## src/rtl/tl_pkg.sv

```systemverilog
// rtl/tl_pkg.sv - shared types and constants for the multi-approach traffic-light sequencer
// Contents:
//   state_t  : sequencer phases IDLE, GREEN, YELLOW, CLEAR
//   LED_*    : per-approach lamp codes (one-hot red/yellow/green)
//   idx_w()  : width of an approach index for a given approach count
package tl_pkg;

  typedef enum logic [1:0] {
    IDLE   = 2'd0,
    GREEN  = 2'd1,
    YELLOW = 2'd2,
    CLEAR  = 2'd3
  } state_t;

  localparam logic [2:0] LED_RED = 3'b001;
  localparam logic [2:0] LED_YEL = 3'b010;
  localparam logic [2:0] LED_GRN = 3'b100;

  function automatic int idx_w(input int n);
    return (n > 1) ? $clog2(n) : 1;
  endfunction

endpackage

```

## src/rtl/tl_rr_arbiter.sv

```systemverilog
// rtl/tl_rr_arbiter.sv - combinational round-robin winner selection
// Ports:
//   req   in  NUM_CH  request vector
//   ptr   in  IW      index of the last granted approach; search starts at ptr+1
//   valid out 1       some request is present
//   idx   out IW      winning approach index (0 when valid=0)
module tl_rr_arbiter
  import tl_pkg::*;
#(
  parameter  int NUM_CH = 4,
  localparam int IW     = idx_w(NUM_CH)
) (
  input  logic [NUM_CH-1:0] req,
  input  logic [IW-1:0]     ptr,
  output logic              valid,
  output logic [IW-1:0]     idx
);

  always_comb begin
    int c;
    logic [IW-1:0] cidx;
    valid = 1'b0;
    idx   = '0;
    c     = 0;
    cidx  = '0;
    // Walk from the farthest candidate to the nearest so the last hit,
    // i.e. the one closest after ptr, is the one that sticks.
    for (int k = NUM_CH; k >= 1; k--) begin
      c    = (int'(ptr) + k) % NUM_CH;
      cidx = IW'(c);
      if (req[cidx]) begin
        valid = 1'b1;
        idx   = cidx;
      end
    end
  end

endmodule

```

## src/rtl/multi_road_controller.sv

```systemverilog
// rtl/multi_road_controller.sv - N-approach round-robin traffic-light sequencer
// Ports:
//   clk        in  1         system clock, rising edge
//   rst        in  1         synchronous active-high reset
//   tick       in  1         timebase strobe; timer advances only when high
//   req        in  NUM_CH    per-approach request, level-sensitive
//   preempt    in  1         (TL_PREEMPT_EN only) preemption request
//   preempt_ch in  IW        (TL_PREEMPT_EN only) approach to preempt for
//   led        out 3*NUM_CH  lamp code per approach, slice [3i+2:3i]
//   active_ch  out IW        approach currently green or yellow
//   busy       out 1         high in GREEN, YELLOW and CLEAR
// Optional feature macro: TL_PREEMPT_EN
module multi_road_controller
  import tl_pkg::*;
#(
  parameter  int NUM_CH       = 4,
  parameter  int CNT_W        = 8,
  parameter  int GREEN_TICKS  = 30,
  parameter  int YELLOW_TICKS = 5,
  parameter  int CLEAR_TICKS  = 2,
  localparam int IW           = idx_w(NUM_CH)
) (
  input  logic                clk,
  input  logic                rst,
  input  logic                tick,
  input  logic [NUM_CH-1:0]   req,
`ifdef TL_PREEMPT_EN
  input  logic                preempt,
  input  logic [IW-1:0]       preempt_ch,
`endif
  output logic [3*NUM_CH-1:0] led,
  output logic [IW-1:0]       active_ch,
  output logic                busy
);

  localparam logic [CNT_W-1:0] G_LOAD = CNT_W'(GREEN_TICKS - 1);
  localparam logic [CNT_W-1:0] Y_LOAD = CNT_W'(YELLOW_TICKS - 1);
  localparam logic [CNT_W-1:0] C_LOAD = CNT_W'(CLEAR_TICKS - 1);

  state_t            state_q, state_d;
  logic [CNT_W-1:0]  timer_q;
  logic [IW-1:0]     ptr_q, ch_q;
  logic              min_done_q;   // minimum green has elapsed; resting in green

  logic              expired;
  logic              others;
  logic [NUM_CH-1:0] act_mask;
  logic              rr_valid;
  logic [IW-1:0]     rr_idx;
  logic              grant_valid;
  logic [IW-1:0]     grant_idx;

  tl_rr_arbiter #(.NUM_CH(NUM_CH)) u_arb (
    .req   (req),
    .ptr   (ptr_q),
    .valid (rr_valid),
    .idx   (rr_idx)
  );

  assign expired   = tick && (timer_q == '0);
  assign act_mask  = NUM_CH'(1) << ch_q;
  assign others    = |(req & ~act_mask);
  assign active_ch = ch_q;

`ifdef TL_PREEMPT_EN
  logic pre_ok;
  assign pre_ok      = preempt && (int'(preempt_ch) < NUM_CH);
  assign grant_valid = pre_ok ? 1'b1 : rr_valid;
  assign grant_idx   = pre_ok ? preempt_ch : rr_idx;
`else
  assign grant_valid = rr_valid;
  assign grant_idx   = rr_idx;
`endif

  always_ff @(posedge clk) begin
    if (rst) state_q <= IDLE;
    else     state_q <= state_d;
  end

  always_comb begin
    state_d = state_q;
    led     = {NUM_CH{LED_RED}};
    busy    = 1'b1;
    case (state_q)
      IDLE: begin
        busy = 1'b0;
        if (grant_valid) state_d = GREEN;
      end
      GREEN: begin
        led[3*int'(ch_q) +: 3] = LED_GRN;
        // Leaving needs the minimum green served (now or earlier) and a competitor.
        if ((expired || min_done_q) && others) state_d = YELLOW;
`ifdef TL_PREEMPT_EN
        if (pre_ok) state_d = (preempt_ch != ch_q) ? YELLOW : GREEN;
`endif
      end
      YELLOW: begin
        led[3*int'(ch_q) +: 3] = LED_YEL;
        if (expired) state_d = CLEAR;
      end
      CLEAR: begin
        if (expired) state_d = IDLE;
      end
      default: state_d = IDLE;
    endcase
  end

  always_ff @(posedge clk) begin
    if (rst) begin
      timer_q    <= '0;
      ptr_q      <= IW'(NUM_CH - 1);
      ch_q       <= '0;
      min_done_q <= 1'b0;
    end else begin
      if (state_q == IDLE && state_d == GREEN) begin
        ptr_q      <= grant_idx;
        ch_q       <= grant_idx;
        min_done_q <= 1'b0;
      end else if (state_q == GREEN && expired) begin
        min_done_q <= 1'b1;
      end

      // Reload on every phase change; otherwise count down and park at zero.
      if (state_d != state_q) begin
        case (state_d)
          GREEN:   timer_q <= G_LOAD;
          YELLOW:  timer_q <= Y_LOAD;
          CLEAR:   timer_q <= C_LOAD;
          default: timer_q <= '0;
        endcase
      end else if (tick && timer_q != '0) begin
        timer_q <= timer_q - CNT_W'(1);
      end
    end
  end

endmodule

```

## config.mk

```make
export PLATFORM = sky130hd
export DESIGN_NAME = multi_road_controller
export DESIGN_NICKNAME = d
export VERILOG_FILES = /design/src/rtl/tl_pkg.sv /design/src/rtl/tl_rr_arbiter.sv /design/src/rtl/multi_road_controller.sv
export SDC_FILE = /design/constraint.sdc
export NUM_CORES = 1
export LEC_CHECK = 0
export BUFFER_PORTS_ARGS = -buffer_cell sky130_fd_sc_hd__buf_2
export CAP_MARGIN = 20
export CORE_ASPECT_RATIO = 0.9
export CORE_MARGIN = 1.5
export CORE_UTILIZATION = 40
export DETAILED_ROUTE_END_ITERATION = 6
export MAX_ROUTING_LAYER = met4
export PLACE_DENSITY = 0.61
export SLEW_MARGIN = 25
export SYNTH_ARGS = -nofsm -noshare
export SYNTH_HDL_FRONTEND = slang
export SYNTH_SLANG_ARGS = --single-unit
```

## constraint.sdc

```tcl
create_clock -name clk -period 2.3 [get_ports clk]
set_clock_uncertainty 0.05 [all_clocks]
set_input_delay 0 -clock clk [delete_from_list [all_inputs] [get_ports clk]]
set_output_delay 0 -clock clk [all_outputs]
set_load 0.01 [all_outputs]
```

# Word level (Yosys, flattened, before mapping)
# Cells that the tools add are included.
[word_totals]
in_bits = 7
elab_cells = 72
output_inout_bits = 15
reg_bits = 15
[op_classes]
reduce_logical = 12
n_bitwise = 7
shifts = 4
n_lt_le_gt_ge = 4
n_mul = 1
eq_ne = 7
addsub = 6
muxes = 26
[ops]
columns = ["op", "n"]
rows = [
  ["$shiftx 3x33->12 const A", 2],
  ["$neg 4->33", 1],
  ["$shift 3x33->12 const A", 1],
  ["$pmux 12 s2", 1],
  ["$and 8x8->8", 2],
  ["$mux 2", 8],
  ["$mux 8", 2],
  ["$pmux 5 s3", 1],
  ["$lt 2x3->1 const B", 4],
  ["$mux 1", 9],
  ["$bmux 1 s2", 4],
  ["$eq 2x2->1 const B", 4],
  ["$logic_not 8->1", 1],
  ["$not 4->4", 2],
  ["$or 4x4->4", 2],
  ["$pmux 2 s4", 1],
  ["$reduce_bool 8->1", 1],
  ["$sub 8x1->8 const B", 1],
  ["$logic_and 1x1->1", 5],
  ["$add 2x1->2 const B", 2],
  ["$add 2x2->2 const B", 2],
  ["$and 4x4->4", 1],
  ["$eq 2x1->1 const B", 2],
  ["$mul 2x2->4 const A", 1],
  ["7 further kinds", 7],
]

# Longest topological paths before layout
# Gate-level depths: netlist of run 1.
[depth]
depth_word = 12
depth_mapped = 11
mapped_depth_nobuf = 10

# Modules after synthesis
# A second synthesis of run 1 with hierarchy kept.
[unflattened]
hier_cells = 155
hier_area_um2 = 1199.9
[by_module_without_submodules]
columns = ["mod", "cells_per_inst", "seq_area_each_um2", "area_per_inst_um2", "n_inst"]
rows = [
  ["multi_road_controller", 141, 300.3, 1108.6, 1],
  ["tl_rr_arbiter", 14, 0.0, 91.3, 1],
]

# Worst setup path before layout of run 1
# No wires, ideal clock.
[synth_path]
path_type = "register -> register"
from = "reg timer_q[0]"
to = "reg timer_q[3]"
setup_time_ps = 121
arrival_ps = 2280
setup_slack_ps = -151
n_path_buf = 0
path_stages_with_launch = 10
required_ps = 2129
synth_period_minus_slack_ps = 2451
path_cell_list = "dfxtp_1 > inv_1 > ha_1 > or4b_4 > o21a_1 > a2111oi_4 > a2bb2oi_1 > ha_1 > nor2b_1 > mux2_4"
[synth_between]
elab_chain_len = 9
elab_cells_between_ends = 19
cone_classes = "add/sub: 1; eq/ne: 4; mux: 7; reduce/logical: 7"
[synth_rtl]
columns = ["element", "line_no", "rtl"]
rows = [
  ["from (decl)", "multi_road_controller.sv:41", "logic [CNT_W-1:0] timer_q;"],
  ["from (signal assigned)", "multi_road_controller.sv:132", "timer_q <= timer_q - CNT_W'(1);"],
  ["$logic_not 8->1 (*)", "multi_road_controller.sv:60", "assign expired = tick && (timer_q == '0);"],
  ["$logic_and 1x1->1 (*)", "multi_road_controller.sv:60", ""],
  ["$logic_or 1x1->1", "multi_road_controller.sv:92", "if ((expired || min_done_q) && others) state_d = YELLOW;"],
  ["$logic_and 1x1->1", "multi_road_controller.sv:92", ""],
  ["$mux 2", "multi_road_controller.sv:92", ""],
  ["$pmux 2 s4 (*)", "multi_road_controller.sv:84", "case (state_q)"],
  ["named net state_d[0]", "multi_road_controller.sv:40", "state_t state_q, state_d;"],
  ["$eq 2x2->1 / $eq 2x1->1 (equally long branches)", "multi_road_controller.sv:125", "case (state_d)"],
  ["$pmux 5 s3", "multi_road_controller.sv:125", ""],
  ["$mux 8", "multi_road_controller.sv:124", "if (state_d != state_q) begin"],
]
# The timed path passes the listed nets; every way through them passes the cells marked *. The select of a mux whose other input is x is not followed.
# A chain may end at the register's enable or synchronous reset.

# Worst setup path in the final report of run 1
[layout_path]
from = "reg timer_q[0]"
to = "reg timer_q[4]"
# Same word-level chain as after synthesis.

==> metrics, run 1 <==
Die Wd 60.5 µm; diode count 0; Final Instance Area about 0.0016 mm²; worst endpoint data arrival time 2480 ps; Syn Inst Count roughly 150; nets between 200 and 250; Post-CTS Hold Buffers 0; Final Wtd Congestion slightly above 0.8; most common cell after layout, fill and taps aside buf_4; max_slew headroom 73.8%; Area Overhead vs Synth 36.9%; Unique masters post-synth 45; area of the multi-input gates around 920 µm²; WP data required 2440 ps; H-tree lvl count 1; Leak 0.720 nW; prevailing post-synth register cell dfxtp_1; Final TNS setup -96.8 ps; Post-synth ARST share 0%; first-pass GRT wire length 4850 µm; status finished, violations left; Setup Slack @ Placement -102 ps; placed cell count between 200 and 250; CTS root buf clkbuf_4; Final HPWL DP 2340 µm; CTS clock-pin slew for the worst setup and hold paths 90 ps; area share of fa/ha/maj cells after synthesis around 8.4%; #FFs+latches synth 15; Syn Area/Cell between 8 and 9 µm²; Worst-Margin Slew roughly 400 ps; Max-Cap Viols 0; pwr dens 1050 mW/mm²; EDFF count, synth 0; Max Clk Rate 0.428 GHz; synth warn 0; Setup-failing EPs final 3; Die Y 54.8 µm; WL final 3070 µm; DR iter-0 viols 54; mux share of post-synthesis cell area 5.15%; most frequent cells in the layout 25 x buf_4, 21 x buf_2, 18 x nor2_1; I/O Buffers 21; post-synthesis simple-gate area fraction between 20% and 30%; Net Count, Synth 162; crit-path max FO 3; 1st-pass router iterations 4; Hold Violations, Final 0; area of placed instances roughly 0.0015 mm²; HP Class in -> reg; Clock Sinks 15; largest net degree at the start of global routing 18; Clock Latency Late Sink 290 ps; Starting Density 42.7%; DRC violations left 0; non-filler cells, final roughly 230; num rows 18; Seq/Total Area, Yosys 25.2%; GR Overflow Total 0; unrepaired setup endpoints after global routing true; Routed wire per std cell 13.2 µm; CTS buffer count 3; synthesized cell area approximately 0.0012 mm²; WS Path Type reg -> reg; Longest Clk Path Bufs 2; number of global-route vias before repair roughly 1,000; Overall Global Routing Usage 20.7%; crit end category register; vias per std cell 5.28; num ports 22; final antenna-violating net count 0; post-synthesis compound-gate area fraction 24.2%; Layout fillers 275; CP startpoint kind register; failing checks negative setup slack; Die ar. 0.00331 mm²; VDD IR max 0.583 mV; final-report max-slew violation count 0; sequential cell area 303 µm²; Final WS setup -38.0 ps; total power 0.00171 W; Synth Area in XOR/XNOR 4.41%; share of cells above drive strength 1 41.1%; vias 1,224; fin crit share 102%; largest family of logic cells by synthesized area simple AND/OR/NAND/NOR gates; CTS tree yes; fin crit period 2340 ps; Placeable Area ~0.0028 mm²; antenna violations before repair 0
==> final cells by class <==
class	count	area share (%)
Inverter	8	1.84
Clock buffer	3	1.38
Clock inverter	1	0.307
Multi-Input combinational cell	118	56.2
Timing Repair Buffer	47	18.6
Tap cell	40	3.07
Sequential cell	15	18.6
==> power breakdown <==
part           switching, W  internal, W
clock network     0.0000899    0.0000648
logic              0.000556     0.000597
registers         0.0000702     0.000332
==> path summary, 6_finish.rpt <==
kind                            slack (ps)  depth (start not counted)           end       start
worst max-delay path                   -40                          9    timer_q[4]  timer_q[0]
worst min-delay path                    40                          2  active_ch[1]         rst
worst max register to register         -40                          9    timer_q[4]  timer_q[0]
worst min register to register         480                          2    min_done_q  min_done_q
==> worst max-delay path, cell delays in order (launching register included) <==
cell and delay (ps):
dfxtp_2 330, inv_2 70, ha_4 130, or4b_4 470, o21a_1 220, a2111oi_4 280, a2bb2oi_2 120, ha_2 180
nor2b_4 120, mux2_4 260
==> sequential cells by signal, summed over array words and instances, names as in the netlist <==
signal and count:
ptr_q 2, min_done_q 1, timer_q 8, active_ch 2, state_q 2
==> per-layer routing <==
| metal | vias up | part of all wire [%] | wire [µm] | global-route usage, % |
|---|---|---|---|---|
| met5 | - | 0 | 0 | - |
| met4 | 0 | 1.5 | 45 | 6.52 |
| met3 | 7 | 4.2 | 128 | 4.96 |
| met2 | 28 | 46 | 1410 | 32.2 |
| met1 | 565 | 48 | 1480 | 26.7 |
| li1 | 624 | - | - | - |
==> cells by family (layout without fill, tap and decap cells) <==
| kind of cell | count (synthesis) | in the layout |
|---|---|---|
| simple gates | 62 | 62 |
| compound gates | 37 | 37 |
| flops | 15 | 15 |
| buf+inv | 14 | 59 |
| fa+ha+maj | 8 | 8 |
| xor+xnor | 6 | 6 |
| mux | 5 | 5 |
==> stage by stage <==
stage          util (%)  hold slack [ps]
2_1_floorplan         -              192
3_3_place_gp       54.3              324
3_5_place_dp       54.3              351
4_1_cts            57.1             51.6
5_1_grt            58.4             61.3
6_report           58.4             40.9
==> Yosys cell counts (all sizes together), types with 3 or more instances <==
cell type,instances,area [µm²]
clkbuf,3,11.3
nor2b,4,25.0
inv,8,30.0
xor2,4,35.0
ha,8,100
nand2,14,52.6
nor2,18,67.6
mux2,3,41.3
dfxtp,15,300
a21oi,9,45.0
o21ai,8,40.0
a31oi,3,25.0
buf,3,13.8
nor3,11,55.1
==> repair_timing <==
item | 4_1_cts | 5_1_grt
endpoints found under the setup margin | 4 | 9
gates cloned | 0 | 0
gates resized for setup | 11 | 6
pin swaps | 0 | 5
setup buffers | 2 | 0
No activity file was read; power rests on OpenSTA's default activity.
==> run 2: changes to the inputs <==
Settings changed: CORE_ASPECT_RATIO 0.9 to 1.75.
==> metrics, run 2 (synthesized netlist as in run 1, its figures left out) <==
status finished, violations left; failing checks negative setup slack; Die Y 75.2 µm (+37%); Final Wtd Congestion 0.836 (+3.5%); largest net degree at the start of global routing 18 (unchanged); CTS buffer count 3 (unchanged); WL final 3170 µm (+3.3%); Worst-Margin Slew 461 ps (+72.1 ps); Clock Latency Late Sink 240 ps (-50 ps); Hold Violations, Final 0 (unchanged); 1st-pass router iterations 4 (unchanged); WP data required 2380 ps (-60 ps); HP Class in -> reg; Critical Path, Cell by Cell inv_2, ha_4, or4b_4, o21a_1, a2111oi_4, a2bb2oi_2, ha_2, nor2b_4, mux2_4; DRC violations left 0 (unchanged); diode count 0 (unchanged); nets 205 (-1.4%); DR iter-0 viols 22 (-59%); Starting Density 41.6% (-1.0 points); area of placed instances 0.00147 mm² (-3.0%); CTS clock-pin slew for the worst setup and hold paths 60 ps (-30 ps); Clock Sinks 15 (unchanged); worst endpoint data arrival time 2420 ps (-60 ps); Critical Path Max Stage Delay 470 ps (about the same); Area Overhead vs Synth 34.7%; antenna violations before repair 0 (unchanged); CP bufs+invs 1 (unchanged); Overall Global Routing Usage 21.9% (+1.1 points); Die ar. 0.00333 mm² (+0.38%); CTS tree yes; Max Clk Rate 0.428 GHz (about the same); CP max-delay cell or4b_4; fin crit period 2340 ps (+0.912 ps); CTS root buf clkbuf_8; num rows 26 (+8); num ports 22 (unchanged); Placeable Area 0.00286 mm² (+2.5%); Routed wire per std cell 14.6 µm (+10%); first-pass GRT wire length 5300 µm (+9.3%); Final Instance Area 0.00160 mm² (-1.6%); GR Overflow Total 0 (unchanged); most frequent cells in the layout 23 x buf_4, 21 x buf_2, 18 x nor2_1; delay-heaviest family, CP compound AO/OA/AOI/OAI gates; unrepaired setup endpoints after global routing true; crit-path max FO 3 (unchanged); most common cell after layout, fill and taps aside buf_4; Reg with most FFs timer_q; Final HPWL DP 2470 µm (+5.7%); Leak 0.712 nW (-1.1%); Setup-failing EPs final 3 (unchanged); VDD IR max 0.588 mV (+0.82%); WHS 81.7 ps (+40.8 ps); Die Wd 44.3 µm (-27%); max reg flops 8 (unchanged); final antenna-violating net count 0 (unchanged); crit end category register; pwr dens 1080 mW/mm² (+3.1%); max_slew headroom 69.0% (-4.8 points); Setup Slack @ Placement -72.5 ps (+29.9 ps); vias 1,238 (+1.1%); vias per std cell 5.71 (+8.1%); fin crit share 102% (about the same); CP startpoint kind register; Max-Cap Viols 0 (unchanged); Longest Clk Path Bufs 2 (unchanged); final-report max-slew violation count 0 (unchanged); FF-to-FF setup slack -40 ps (about the same); WS Path Type reg -> reg; H-tree lvl count 1 (unchanged); share of cells above drive strength 1 39.7% (-1.5 points); I/O Buffers 21 (unchanged); Final WS setup -38.9 ps (-0.912 ps); Core Util, Final 56.0% (-2.3 points); number of global-route vias before repair 1,249 (+19%)
[run 2: cell count changes in the layout (fill, tap and decap cells not counted), sizes merged]
cell  previous run  this run
buf             47        44
[run 2: metal layers]
metal	share of wire (%)	GRT usage, %
met4	1.7	7.74
met5	0	-
met3	2.8	3.12
met2	59	44.9
met1	37	18.8
[run 2: area by class of cell]
class / count / area [µm²]
clock buffers: 3 / 41.3
clock inverters: 1 / 5.00
fillers: 268 / 1260
inverters: 8 / 30.0
multi-input cells: 118 / 912
flip-flops and latches: 15 / 303
well taps: 28 / 35.0
repair buffers: 44 / 278
[run 2: path summary, 6_finish.rpt]
check,cells past startpoint,endpoint,startpoint
setup / recovery,9,timer_q[4],timer_q[1]
hold / removal,2,state_q[1],rst
setup reg to reg,9,timer_q[4],timer_q[1]
hold reg to reg,2,min_done_q,min_done_q
[run 2: power breakdown]
part	switching [W]	internal (W)
clock network	0.0000942	0.000120
logic	0.000547	0.000570
registers	0.0000708	0.000333
[run 2: what timing repair did]
item / CTS / global route
setup buffers: 3 / 0
pin swaps: 4 / 2
setup endpoints to repair: 3 / 8
hold buffers: 0 / 0
gates resized for setup: 11 / 3
[run 2: stage by stage]
stage          total power [W]  instances  setup TNS [ps]
5_1_grt                0.00188        217            -365
6_report               0.00174        217           -94.2
3_5_place_dp           0.00141        210            -185
4_1_cts                0.00171        217            -231
2_1_floorplan          0.00106        147               0
3_3_place_gp           0.00139        210           -95.7
==> run 3: changes to the inputs <==
Settings changed: BUFFER_PORTS_ARGS -buffer_cell sky130_fd_sc_hd__buf_2 to -buffer_cell sky130_fd_sc_hd__clkbuf_2, PLACE_DENSITY 0.61 to 0.59.
Clock period 2.3 ns to 2.99 ns, I/O delays scaled along.
==> metrics, run 3 (synthesized netlist as in run 1, its figures left out) <==
status complete, no violations; share of cells above drive strength 1 23.4% (-16 points); Worst R2R End timer_q[3]; diode count 0 (unchanged); total power 0.00112 W (-35%); vias per std cell 5.98 (+4.9%); FF-to-FF setup slack 330 ps (+360 ps); VDD IR max 0.447 mV (-24%); Clk pwr share 14.7% (+2.4 points); fin crit share 89.1% (-13 points); Die Y 75.2 µm (unchanged); Final HPWL DP 2340 µm (-5.6%); final-report max-slew violation count 0 (unchanged); depth of the worst hold-timing path 3 (+1); Overall Global Routing Usage 19.9% (-2.0 points); area of placed instances 0.00131 mm² (-11%); DR iter-0 viols 23 (+4.5%); GR Overflow Total 0 (unchanged); nets 183 (-11%); fin crit period 2660 ps (+326 ps); Routed wire per std cell 15.0 µm (+2.6%); Clock Sinks 15 (unchanged); DRC violations left 0 (unchanged); WL final 2920 µm (-7.8%); vias 1,167 (-5.7%); CTS buffer count 3 (unchanged); CTS root buf clkbuf_8; hold_sp tick; Starting Density 41.6% (unchanged); num ports 22 (unchanged); CTS clock-pin slew for the worst setup and hold paths 60 ps (about the same); WS Path Type reg -> reg; Area Overhead vs Synth 14.2%; Placeable Area 0.00286 mm² (unchanged); cts repair resizes 0 (-11); Combinational Power Share 56.1% (-8.3 points); WP data required 3080 ps (+700 ps); most common cell after layout, fill and taps aside clkbuf_2; CTS tree yes; Leak 0.585 nW (-18%); num rows 26 (unchanged); Final Instance Area 0.00136 mm² (-15%); final antenna-violating net count 0 (unchanged); I/O Buffers 21 (unchanged); Final TNS setup 0 ps (+94.2 ps); R2R depth 9 (unchanged); max_slew headroom 56.0% (-13 points); Clock Latency Late Sink 240 ps (about the same); hold endpoint timer_q[2]; Longest Clk Path Bufs 2 (unchanged); max reg flops 8 (unchanged); most frequent cells in the layout 21 x clkbuf_2, 18 x nor2_1, 15 x dfxtp_1; Post-CTS Hold Buffers 0 (unchanged); HP Class in -> reg; CP startpoint kind register; crit-path max FO 4 (+1); Layout fillers 283 (+5.6%); Reg with most FFs timer_q; pwr dens 824 mW/mm² (-24%); Setup-failing EPs final 0 (-3); switching power 0.000493 W (-31%); 1st-pass router iterations 4 (unchanged); WHS 112 ps (+30.7 ps); Worst-Margin Slew 658 ps (+197 ps); unrepaired setup endpoints after global routing false; Seq pwr share 29.2% (+5.9 points); largest net degree at the start of global routing 18 (unchanged); first-pass GRT wire length 4870 µm (-8.1%); Hold Violations, Final 0 (unchanged); Die ar. 0.00333 mm² (unchanged); Final Wtd Congestion 0.901 (+7.8%); Post-CTS Setup Bufs 0 (-3); Die Wd 44.3 µm (unchanged); Max-Cap Viols 0 (unchanged); Max Clk Rate 0.375 GHz (-12%); number of global-route vias before repair 1,130 (-9.5%); FF-to-FF Start timer_q[0]; H-tree lvl count 1 (unchanged); antenna violations before repair 0 (unchanged); crit end category register; Pint 0.000627 W (-39%); switching portion of total power 44.0% (+2.9 points); worst endpoint data arrival time 2750 ps (+330 ps)
==> run 3: cell types whose count changed in the layout (fill, tap and decap cells not counted), moves of 2 or more <==
cell and delta:
ha_4 -2, inv_2 -3, buf_2 -21, inv_1 +3, ha_1 +3, dfxtp_2 -2, clkbuf_2 +21, buf_4 -22
dfxtp_1 +2
==> run 3: metal layers <==
metal | share of wire (%) | GRT usage (%)
met4 | 2.5 | 7.74
met2 | 54 | 36.9
met1 | 40 | 19.9
met5 | 0 | -
met3 | 3.9 | 3.60
==> run 3: power groups by stage <==
stage	logic, W	registers (W)	clock network [W]
global placement	0.000611	0.000328	0
CTS	0.000630	0.000326	0.000168
floorplan	0.000498	0.000305	0
detailed placement	0.000629	0.000330	0
finish	0.000628	0.000328	0.000164
global route	0.000697	0.000337	0.000180
==> run 3: worst max path at each step <==
stage,depth (start not counted),end,startpoint,slack [ps]
final,9,timer_q[3],timer_q[0],330
after global placement,9,timer_q[4],timer_q[0],460
after CTS,9,timer_q[3],timer_q[0],380
after global routing,9,timer_q[3],timer_q[0],160
after detailed placement,9,timer_q[3],timer_q[0],410
after floorplan,9,timer_q[3],timer_q[0],540
==> run 3: through the flow <==
stage               util (%)  worst slack (ps)  cells
floorplan                  -               539    147
global placement        45.9               462    191
detailed placement      45.9               406    191
global route            47.5               160    195
CTS                     47.5               383    195
finish                  47.5               325    195
==> run 3: layout make-up <==
cell class	instances	area, µm²	share of cell area, %
clock buffer	3	41.3	3.04
clock inverter	1	5.00	0.368
inverter	8	30.0	2.21
multi-input combinational	118	836	61.5
sequential	15	300	22.1
tap	28	35.0	2.58
timing repair buffer	22	113	8.28
==> run 3: worst max-delay path, stage by stage, from the launching register on <==
cell and delay, ps:
dfxtp_1 330, inv_1 90, ha_1 150, nor4b_1 480, a31oi_1 190, o41ai_1 480, a31oi_1 160, ha_1 220
nor2b_1 140, mux2_4 270
